File: src/rtl/reset_seq_pkg.sv
// rtl/reset_seq_pkg.sv - shared source modes and sequencer state encoding
package reset_seq_pkg;

    localparam logic [1:0] MODE_LEVEL = 2'b00;
    localparam logic [1:0] MODE_RISE  = 2'b01;
    localparam logic [1:0] MODE_FALL  = 2'b10;
    localparam logic [1:0] MODE_OFF   = 2'b11;

    typedef enum logic [1:0] {
        ST_ASSERT  = 2'b00,
        ST_STRETCH = 2'b01,
        ST_RELEASE = 2'b10,
        ST_RUN     = 2'b11
    } state_t;

    // Idle (non-requesting) level of a source; falling-edge sources idle high.
    function automatic logic mode_idle(input logic [1:0] mode);
        return (mode == MODE_FALL);
    endfunction

endpackage

File: src/rtl/reset_sequencer_if.sv
// rtl/reset_sequencer_if.sv - request inputs and sequenced reset outputs
interface reset_sequencer_if #(
    parameter int NUM_SRC = 2,
    parameter int NUM_OUT = 2
);
    logic               pll_locked;
    logic [NUM_SRC-1:0] req_in;
    logic               cause_clr;
    logic [NUM_OUT-1:0] rst_out;
    logic               rst_busy;
    logic [NUM_SRC:0]   cause;

    modport master (
        output pll_locked, req_in, cause_clr,
        input  rst_out, rst_busy, cause
    );

    modport slave (
        input  pll_locked, req_in, cause_clr,
        output rst_out, rst_busy, cause
    );
endinterface

File: src/rtl/reset_src_filter.sv
// rtl/reset_src_filter.sv - per-source synchroniser, debounce and edge detect
module reset_src_filter
    import reset_seq_pkg::*;
#(
    parameter logic [1:0] MODE            = MODE_FALL,
    parameter int         SYNC_STAGES     = 2,
    parameter int         DEBOUNCE_CYCLES = 4
) (
    input  logic CLK,
    input  logic reset_in,
    input  logic din,
    output logic filt,
    output logic trig
);
    localparam logic            INIT     = mode_idle(MODE);
    localparam int              CNT_W    = (DEBOUNCE_CYCLES > 1) ? $clog2(DEBOUNCE_CYCLES + 1) : 1;
    localparam logic [CNT_W-1:0] CNT_LAST = CNT_W'(DEBOUNCE_CYCLES - 1);

    logic             synced;
    logic [CNT_W-1:0] cnt;
    logic             update;

    reset_sync_chain #(
        .STAGES (SYNC_STAGES),
        .INIT   (INIT)
    ) u_sync (
        .CLK      (CLK),
        .reset_in (reset_in),
        .din      (din),
        .dout     (synced)
    );

    assign update = (synced != filt) && (cnt == CNT_LAST);

    // Any cycle where synced agrees with filt restarts the stability count.
    always_ff @(posedge CLK or posedge reset_in) begin
        if (reset_in) begin
            filt <= INIT;
            cnt  <= '0;
        end else if (synced == filt) begin
            cnt <= '0;
        end else if (update) begin
            filt <= synced;
            cnt  <= '0;
        end else begin
            cnt <= cnt + CNT_W'(1);
        end
    end

    always_comb begin
        trig = 1'b0;
        if (update) begin
            case (MODE)
                MODE_LEVEL, MODE_RISE: trig = synced;
                MODE_FALL:             trig = ~synced;
                default:               trig = 1'b0;
            endcase
        end
    end
endmodule

File: src/rtl/reset_sync_chain.sv
// rtl/reset_sync_chain.sv - multi-flop synchroniser with configurable reset value
module reset_sync_chain #(
    parameter int   STAGES = 2,
    parameter logic INIT   = 1'b0
) (
    input  logic CLK,
    input  logic reset_in,
    input  logic din,
    output logic dout
);
    logic [STAGES-1:0] q;

    always_ff @(posedge CLK or posedge reset_in) begin
        if (reset_in) begin
            q <= {STAGES{INIT}};
        end else begin
            q <= {q[STAGES-2:0], din};
        end
    end

    assign dout = q[STAGES-1];
endmodule

File: src/rtl/reset_sequencer.sv
// rtl/reset_sequencer.sv - multi-source reset controller with stretched, ordered release
module reset_sequencer
    import reset_seq_pkg::*;
#(
    parameter int                   NUM_SRC         = 2,
    parameter int                   NUM_OUT         = 2,
    parameter int                   SYNC_STAGES     = 2,
    parameter int                   DEBOUNCE_CYCLES = 4,
    parameter int                   STRETCH_CYCLES  = 255,
    parameter int                   STAGE_GAP       = 16,
    parameter logic [2*NUM_SRC-1:0] SRC_MODE        = {2'b10, 2'b10}
) (
    input  logic              CLK,
    input  logic              reset_in,
    reset_sequencer_if.slave  bus
);
    localparam int STR_W = (STRETCH_CYCLES > 1) ? $clog2(STRETCH_CYCLES + 1) : 1;
    localparam int GAP_W = (STAGE_GAP > 1) ? $clog2(STAGE_GAP + 1) : 1;
    localparam int STG_W = (NUM_OUT > 1) ? $clog2(NUM_OUT) : 1;
    localparam logic [STR_W-1:0] STR_LAST = STR_W'(STRETCH_CYCLES - 1);
    localparam logic [GAP_W-1:0] GAP_LAST = GAP_W'(STAGE_GAP - 1);

    logic [NUM_SRC-1:0] trig;
    logic [NUM_SRC-1:0] filt;
    logic [NUM_SRC-1:0] level_mask;

    for (genvar i = 0; i < NUM_SRC; i++) begin : g_src
        localparam logic [1:0] MODE = SRC_MODE[2*i +: 2];
        assign level_mask[i] = (MODE == MODE_LEVEL);

        reset_src_filter #(
            .MODE            (MODE),
            .SYNC_STAGES     (SYNC_STAGES),
            .DEBOUNCE_CYCLES (DEBOUNCE_CYCLES)
        ) u_filter (
            .CLK      (CLK),
            .reset_in (reset_in),
            .din      (bus.req_in[i]),
            .filt     (filt[i]),
            .trig     (trig[i])
        );
    end

    logic pll_sync;
    logic pll_prev;
    logic pll_fall;

    reset_sync_chain #(
        .STAGES (SYNC_STAGES),
        .INIT   (1'b0)
    ) u_pll_sync (
        .CLK      (CLK),
        .reset_in (reset_in),
        .din      (bus.pll_locked),
        .dout     (pll_sync)
    );

    assign pll_fall = pll_prev & ~pll_sync;

    logic restart;
    logic hold;
    assign restart = (|trig) | pll_fall;
    assign hold    = (|(filt & level_mask)) | ~pll_sync;

    state_t           state, state_n;
    logic [STR_W-1:0] str_cnt, str_cnt_n;
    logic [GAP_W-1:0] gap_cnt, gap_cnt_n;
    logic [STG_W-1:0] stage, stage_n;

    always_ff @(posedge CLK or posedge reset_in) begin
        if (reset_in) begin
            state    <= ST_ASSERT;
            str_cnt  <= '0;
            gap_cnt  <= '0;
            stage    <= '0;
            pll_prev <= 1'b0;
        end else begin
            state    <= state_n;
            str_cnt  <= str_cnt_n;
            gap_cnt  <= gap_cnt_n;
            stage    <= stage_n;
            pll_prev <= pll_sync;
        end
    end

    always_comb begin
        state_n   = state;
        str_cnt_n = str_cnt;
        gap_cnt_n = gap_cnt;
        stage_n   = stage;
        if (restart) begin
            state_n   = ST_ASSERT;
            str_cnt_n = '0;
            gap_cnt_n = '0;
            stage_n   = '0;
        end else begin
            case (state)
                ST_ASSERT: begin
                    str_cnt_n = '0;
                    gap_cnt_n = '0;
                    stage_n   = '0;
                    if (!hold) begin
                        state_n = ST_STRETCH;
                    end
                end
                ST_STRETCH: begin
                    if (str_cnt == STR_LAST) begin
                        state_n   = ST_RELEASE;
                        gap_cnt_n = '0;
                        stage_n   = '0;
                    end else begin
                        str_cnt_n = str_cnt + STR_W'(1);
                    end
                end
                ST_RELEASE: begin
                    // stage k means outputs 0..k are already released
                    if (int'(stage) + 1 >= NUM_OUT) begin
                        state_n = ST_RUN;
                    end else if (gap_cnt == GAP_LAST) begin
                        gap_cnt_n = '0;
                        if (int'(stage) + 2 >= NUM_OUT) begin
                            state_n = ST_RUN;
                        end else begin
                            stage_n = stage + STG_W'(1);
                        end
                    end else begin
                        gap_cnt_n = gap_cnt + GAP_W'(1);
                    end
                end
                ST_RUN: begin
                    state_n = ST_RUN;
                end
                default: begin
                    state_n = ST_ASSERT;
                end
            endcase
        end
    end

    logic [NUM_OUT-1:0] rst_n;
    logic [NUM_OUT-1:0] rst_q;
    logic               busy_q;
    logic [NUM_SRC:0]   cause_q;
    logic [NUM_SRC:0]   cause_n;

    always_comb begin
        rst_n = '1;
        if (state == ST_RUN) begin
            rst_n = '0;
        end else if (state == ST_RELEASE) begin
            for (int k = 0; k < NUM_OUT; k++) begin
                if (k <= int'(stage)) begin
                    rst_n[k] = 1'b0;
                end
            end
        end
    end

    // A new event in the same cycle as a clear must still be recorded.
    assign cause_n = (bus.cause_clr ? '0 : cause_q) | {pll_fall, trig};

    always_ff @(posedge CLK or posedge reset_in) begin
        if (reset_in) begin
            rst_q   <= '1;
            busy_q  <= 1'b1;
            cause_q <= '0;
        end else begin
            rst_q   <= rst_n;
            busy_q  <= (state != ST_RUN);
            cause_q <= cause_n;
        end
    end

    assign bus.rst_out  = rst_q;
    assign bus.rst_busy = busy_q;
    assign bus.cause    = cause_q;
endmodule

File: src/flat_wrapper.sv
// flat-port wrapper written by rule: the top's interface ports become plain ports
module reset_sequencer_flat import reset_seq_pkg::*;
#(
    parameter int                   NUM_SRC         = 2,
    parameter int                   NUM_OUT         = 2,
    parameter int                   SYNC_STAGES     = 2,
    parameter int                   DEBOUNCE_CYCLES = 4,
    parameter int                   STRETCH_CYCLES  = 255,
    parameter int                   STAGE_GAP       = 16,
    parameter logic [2*NUM_SRC-1:0] SRC_MODE        = {2'b10, 2'b10}
)
  (CLK, reset_in, bus_pll_locked, bus_req_in, bus_cause_clr, bus_rst_out, bus_rst_busy, bus_cause);
  reset_sequencer_if #(.NUM_SRC(NUM_SRC), .NUM_OUT(NUM_OUT)) bus_i ();
  input  logic CLK;
  input  logic reset_in;
  input wire logic [$bits(bus_i.pll_locked)-1:0] bus_pll_locked;
  input wire logic [$bits(bus_i.req_in)-1:0] bus_req_in;
  input wire logic [$bits(bus_i.cause_clr)-1:0] bus_cause_clr;
  output wire logic [$bits(bus_i.rst_out)-1:0] bus_rst_out;
  output wire logic [$bits(bus_i.rst_busy)-1:0] bus_rst_busy;
  output wire logic [$bits(bus_i.cause)-1:0] bus_cause;
  assign bus_i.pll_locked = bus_pll_locked;
  assign bus_i.req_in = bus_req_in;
  assign bus_i.cause_clr = bus_cause_clr;
  assign bus_rst_out = bus_i.rst_out;
  assign bus_rst_busy = bus_i.rst_busy;
  assign bus_cause = bus_i.cause;
  reset_sequencer #(.NUM_SRC(NUM_SRC), .NUM_OUT(NUM_OUT), .SYNC_STAGES(SYNC_STAGES), .DEBOUNCE_CYCLES(DEBOUNCE_CYCLES), .STRETCH_CYCLES(STRETCH_CYCLES), .STAGE_GAP(STAGE_GAP), .SRC_MODE(SRC_MODE)) u_core (.CLK(CLK), .reset_in(reset_in), .bus(bus_i));
endmodule
File: config.mk
export PLATFORM = sky130hd
export DESIGN_NAME = reset_sequencer_flat
export DESIGN_NICKNAME = d
export VERILOG_FILES = /design/src/rtl/reset_seq_pkg.sv /design/src/rtl/reset_sequencer_if.sv /design/src/rtl/reset_src_filter.sv /design/src/rtl/reset_sync_chain.sv /design/src/rtl/reset_sequencer.sv /design/src/flat_wrapper.sv
export SDC_FILE = /design/constraint.sdc
export NUM_CORES = 1
export LEC_CHECK = 0
export ABC_CLOCK_PERIOD_IN_PS = 2600
export BUFFER_PORTS_ARGS = -buffer_cell sky130_fd_sc_hd__clkbuf_2
export CAP_MARGIN = 10
export CORE_MARGIN = 4
export CORE_UTILIZATION = 58
export CTS_CLUSTER_SIZE = 8
export DETAILED_ROUTE_END_ITERATION = 7
export PLACE_DENSITY = 0.79
export SYNTH_ARGS = -nofsm -noshare
export SYNTH_HDL_FRONTEND = slang
export SYNTH_HIERARCHICAL = 1
export SYNTH_SLANG_ARGS = --single-unit
export TNS_END_PERCENT = 50
File: constraint.sdc
create_clock -name CLK -period 2.6 [get_ports CLK]
set_clock_uncertainty 0.2 [all_clocks]
set_input_delay 0 -clock CLK [delete_from_list [all_inputs] [get_ports CLK]]
set_output_delay 0 -clock CLK [all_outputs]
set_load 0.1 [all_outputs]
==> key figures <==
Clock network
  • CTS tree: yes
  • Clock slew seen by the registers of the worst setup and hold paths: 120 ps
  • Clk Tree Root Cell: clkbuf_4
  • H-tree Lvls: 2
  • CTS buffer count: 5
  • Sink Count: 37
  • Cts repair resizes: 0
  • Skew-Pair Late Insertion Delay: 350 ps
  • Bufs on Longest Clock Path: 2

Worst hold path
  • Worst Hold Class: primary input to asynchronous set/reset pin

Place
  • Detailed Place HPWL: 2.092 mm
  • Pre-CTS setup slack: 360.0 ps
  • RD Place Congestion: 0.7985
  • Placement Cell Area: 1787 um^2
  • Number of buffers added on ports: 11

Yosys
  • Mux contribution to synthesized area: 2.574%
  • Number of flops mapped to enable cells by yosys: 0
  • Post-synthesis xor/xnor area fraction: 1.029%
  • Post-Synthesis Net Count: 162
  • Yosys warns: 6
  • Fraction of registers with async set/reset: 100.0%
  • Seq/Total Area, Yosys: 55.07%
  • Post-synth cell types: 48
  • Seq cells post-synth: 37
  • Top_reg_cell synth: dfrtp_1
  • Syn Area/Cell: 11.27 um^2
  • Syn Inst Count: 151
  • Compound-cell area share of the yosys netlist: 14.41%
  • Synthesized area: 1702 um^2
  • Main combinational cell family by area after synthesis: simple AND/OR/NAND/NOR gates
  • Simple-gate share of the synthesized area: 19.63%
  • Adder-Cell Fraction of Synth Area: 3.676%

Worst setup path
  • Slowest CP cell: dfrtp_1
  • Crit-path cells: ha_1 -> nor2b_4 -> and3b_2 -> nor2_1 -> nand4_1 -> nor3_1 -> mux2_2
  • Worst Setup SP: u_core/g_src[1].u_filter/cnt[0]
  • Reg2Reg Launch Point: u_core/g_src[1].u_filter/cnt[0]
  • FF-to-FF path depth: 7
  • Startpoint type of the worst setup path: register
  • Crit path buf inv count: 0
  • CP delay by family, top: simple AND/OR/NAND/NOR gates
  • Critical path depth: 7
  • Flop-to-flop setup slack: 320 ps
  • Worst setup EP type: register
  • RR Endpoint: u_core/gap_cnt[0]
  • CP peak stage delay: 400 ps
  • WS Path Type: register to register
  • Crit path DAT: 2380 ps
  • Crit path to: u_core/gap_cnt[0]
  • Worst-path fanout max: 5
  • Crit path required time: 2700 ps

Routing
  • Iter 0 DRT Violations: 54
  • DRT antenna net count: 0
  • Routed wire length per instance: 14.55 um
  • Drt first pass iters: 4
  • Final wirelength: 2.968 mm
  • Drt via density: 6.010
  • # DRC: 0
  • Via Count: 1226

Final layout
  • Antenna Diode Count: 0
  • Final instance area: 1909 um^2
  • Final-layout fill cell count: 213
  • Share of cells above drive strength 1: 23.70%
  • Area Growth Syn to Fin: 12.21%
  • Sequential cell area: 937.1 um^2
  • Area occupied by multi-input gates: 703.2 um^2
  • Nets: 183

Timing
  • Setup violators final: 0
  • Normalized max-slew margin: 43.39%
  • Final hold violation count: 0
  • Max Transition Viols Final: 0
  • WHS: 61.29 ps
  • Final Cycle Share: 87.61%
  • Final TNS setup: 0 ps
  • Final Critical Period: 2278 ps
  • RSZ-0062 raised after global routing: false
  • Tightest Pin Transition: 848.2 ps
  • Maximum clock rate: 0.4390 GHz
  • Setup slack after layout: 322.2 ps

Power
  • Worst VDD drop: 0.5729 mV
  • PwrDens: 683.7 nW/um^2
  • Total chip power: 1.305 mW
  • Leakage: 0.8638 nW

Floorplan
  • Die X: 62.17 um
  • Starting Density: 61.18%
  • Cell Rows: 19
  • Die H: 62.17 um
  • Top-level I/O count: 12
  • Core Region: 2781 um^2
  • Die area: 3864 um^2

Global routing
  • Largest net degree at the start of global routing: 24
  • Number of global-route vias before repair: 1226
  • GRT Total Usage: 17.03%
  • First-pass GRT wire length: 5.347 mm
  • Initial antenna violation count: 0
  • Grt total ovfl: 0

Job
  • Maxcap violations: 0

Run status
  • Outcome: complete, no violations
report_power, final:
part / switching, mW / total, mW / internal [mW]
logic: 0.160 / 0.269 / 0.109
clock network: 0.189 / 0.321 / 0.132
registers: 0.0614 / 0.715 / 0.654
total: 0.411 / 1.31 / 0.895
Yosys cell counts (2+ instances only):
cell type  number  area share [%]
dfrtp_1        28              41
o21ai_0         4             1.2
nor4_1          3             1.1
mux2_1          2             1.3
xnor2_1         2             1.0
nand3_1         6             1.8
ha_1            5             3.7
nor3b_1         4             1.8
inv_1          11             2.4
a21o_1          3             1.3
nor2b_4         2             1.6
o21ai_1         2            0.59
clkbuf_1        2            0.44
a211o_1         2             1.0
nor3_1          9             2.6
dfstp_2         9              14
nand2_1         7             1.5
a21oi_2         2             1.0
nor2_1          9             2.0
a21oi_1        10             2.9
and3b_2         2             1.2
worst register-to-register path, stage by stage (launching register included):
cell,delay (ps)
dfrtp_1,400
ha_1,220
nor2b_4,150
and3b_2,200
nor2_1,200
nand4_1,260
nor3_1,390
mux2_2,220
how the worst min path moves through the flow:
stage,startpoint,to,slack [ps],depth (start not counted)
after floorplan,reset_in,u_core/u_pll_sync/q[0],-460,1
after CTS,reset_in,u_core/g_src[0].u_filter/u_sync/q[0],40,3
after global routing,reset_in,u_core/g_src[0].u_filter/u_sync/q[0],60,3
final,reset_in,u_core/g_src[0].u_filter/u_sync/q[1],60,3
after detailed placement,reset_in,u_core/u_pll_sync/q[1],-290,2
after global placement,reset_in,u_core/u_pll_sync/q[0],-300,2
registers in the layout, summed over array words and instances (netlist names):
register	flops
u_core/bus.rst_busy	1
u_core/g_src.u_filter/filt	2
u_core/state	2
u_core/pll_prev	1
u_core/bus.rst_out	2
u_core/g_src.u_filter/cnt	6
u_core/g_src.u_filter/u_sync/q	4
u_core/bus.cause	3
u_core/stage	1
u_core/u_pll_sync/q	2
u_core/gap_cnt	5
u_core/str_cnt	8
area by class of cell:
cell class	instances	share of cell area, %
multi-input combinational	98	36.83
sequential	37	49.08
clock buffer	7	2.883
inverter	12	2.359
clock inverter	1	0.3932
timing repair buffer	18	6.422
tap	31	2.031
cell usage in the layout (no fill, tap or decap), types with 2 or more instances in the layout:
cell type,netlist,routed
nor3b_1,4,4
xnor2_1,2,2
o21ai_0,4,4
dlygate4sd3_1,0,6
nand3_1,6,6
a21oi_2,2,2
and3b_2,2,2
dfrtp_1,28,28
o21ai_1,2,2
a21o_1,3,3
a21oi_1,10,10
inv_1,11,11
nor2b_4,2,2
clkbuf_4,0,5
a211o_1,2,2
nor2_1,9,9
clkbuf_2,0,11
dfstp_2,9,9
ha_1,5,5
nor3_1,9,9
nor4_1,3,3
nand2_1,7,7
mux2_1,2,2
routing by layer:
metal / up-vias / share of wire [%] / global-route usage, %
met1: 601 / 45 / 20.86
met4: 0 / 0.13 / 4.065
li1: 586 / - / -
met5: - / 0 / 0
met2: 37 / 49 / 28.24
met3: 2 / 5.9 / 6.486
repair_timing:
item	4_1_cts	5_1_grt
setup buffers	0	0
endpoints found under the hold margin	40	0
hold buffers	6	0
logic make-up (layout without fill, tap and decap cells):
group                      Yosys count  count (layout)
adders and majority gates            5               5
muxes                                4               4
xor gates and xnor gates             2               2
and+or+nand+nor                     52              52
AOI/OAI and AO/OA                   35              35
buffers and inverters               16              38
DFF                                 37              37
per-stage QoR:
step,util [%],std cells
CTS,68.65,204
floorplan,-,151
finish,68.65,204
detailed placement,64.24,190
global route,68.65,204
global placement,64.24,190
No activity file was read; power rests on OpenSTA's default activity.
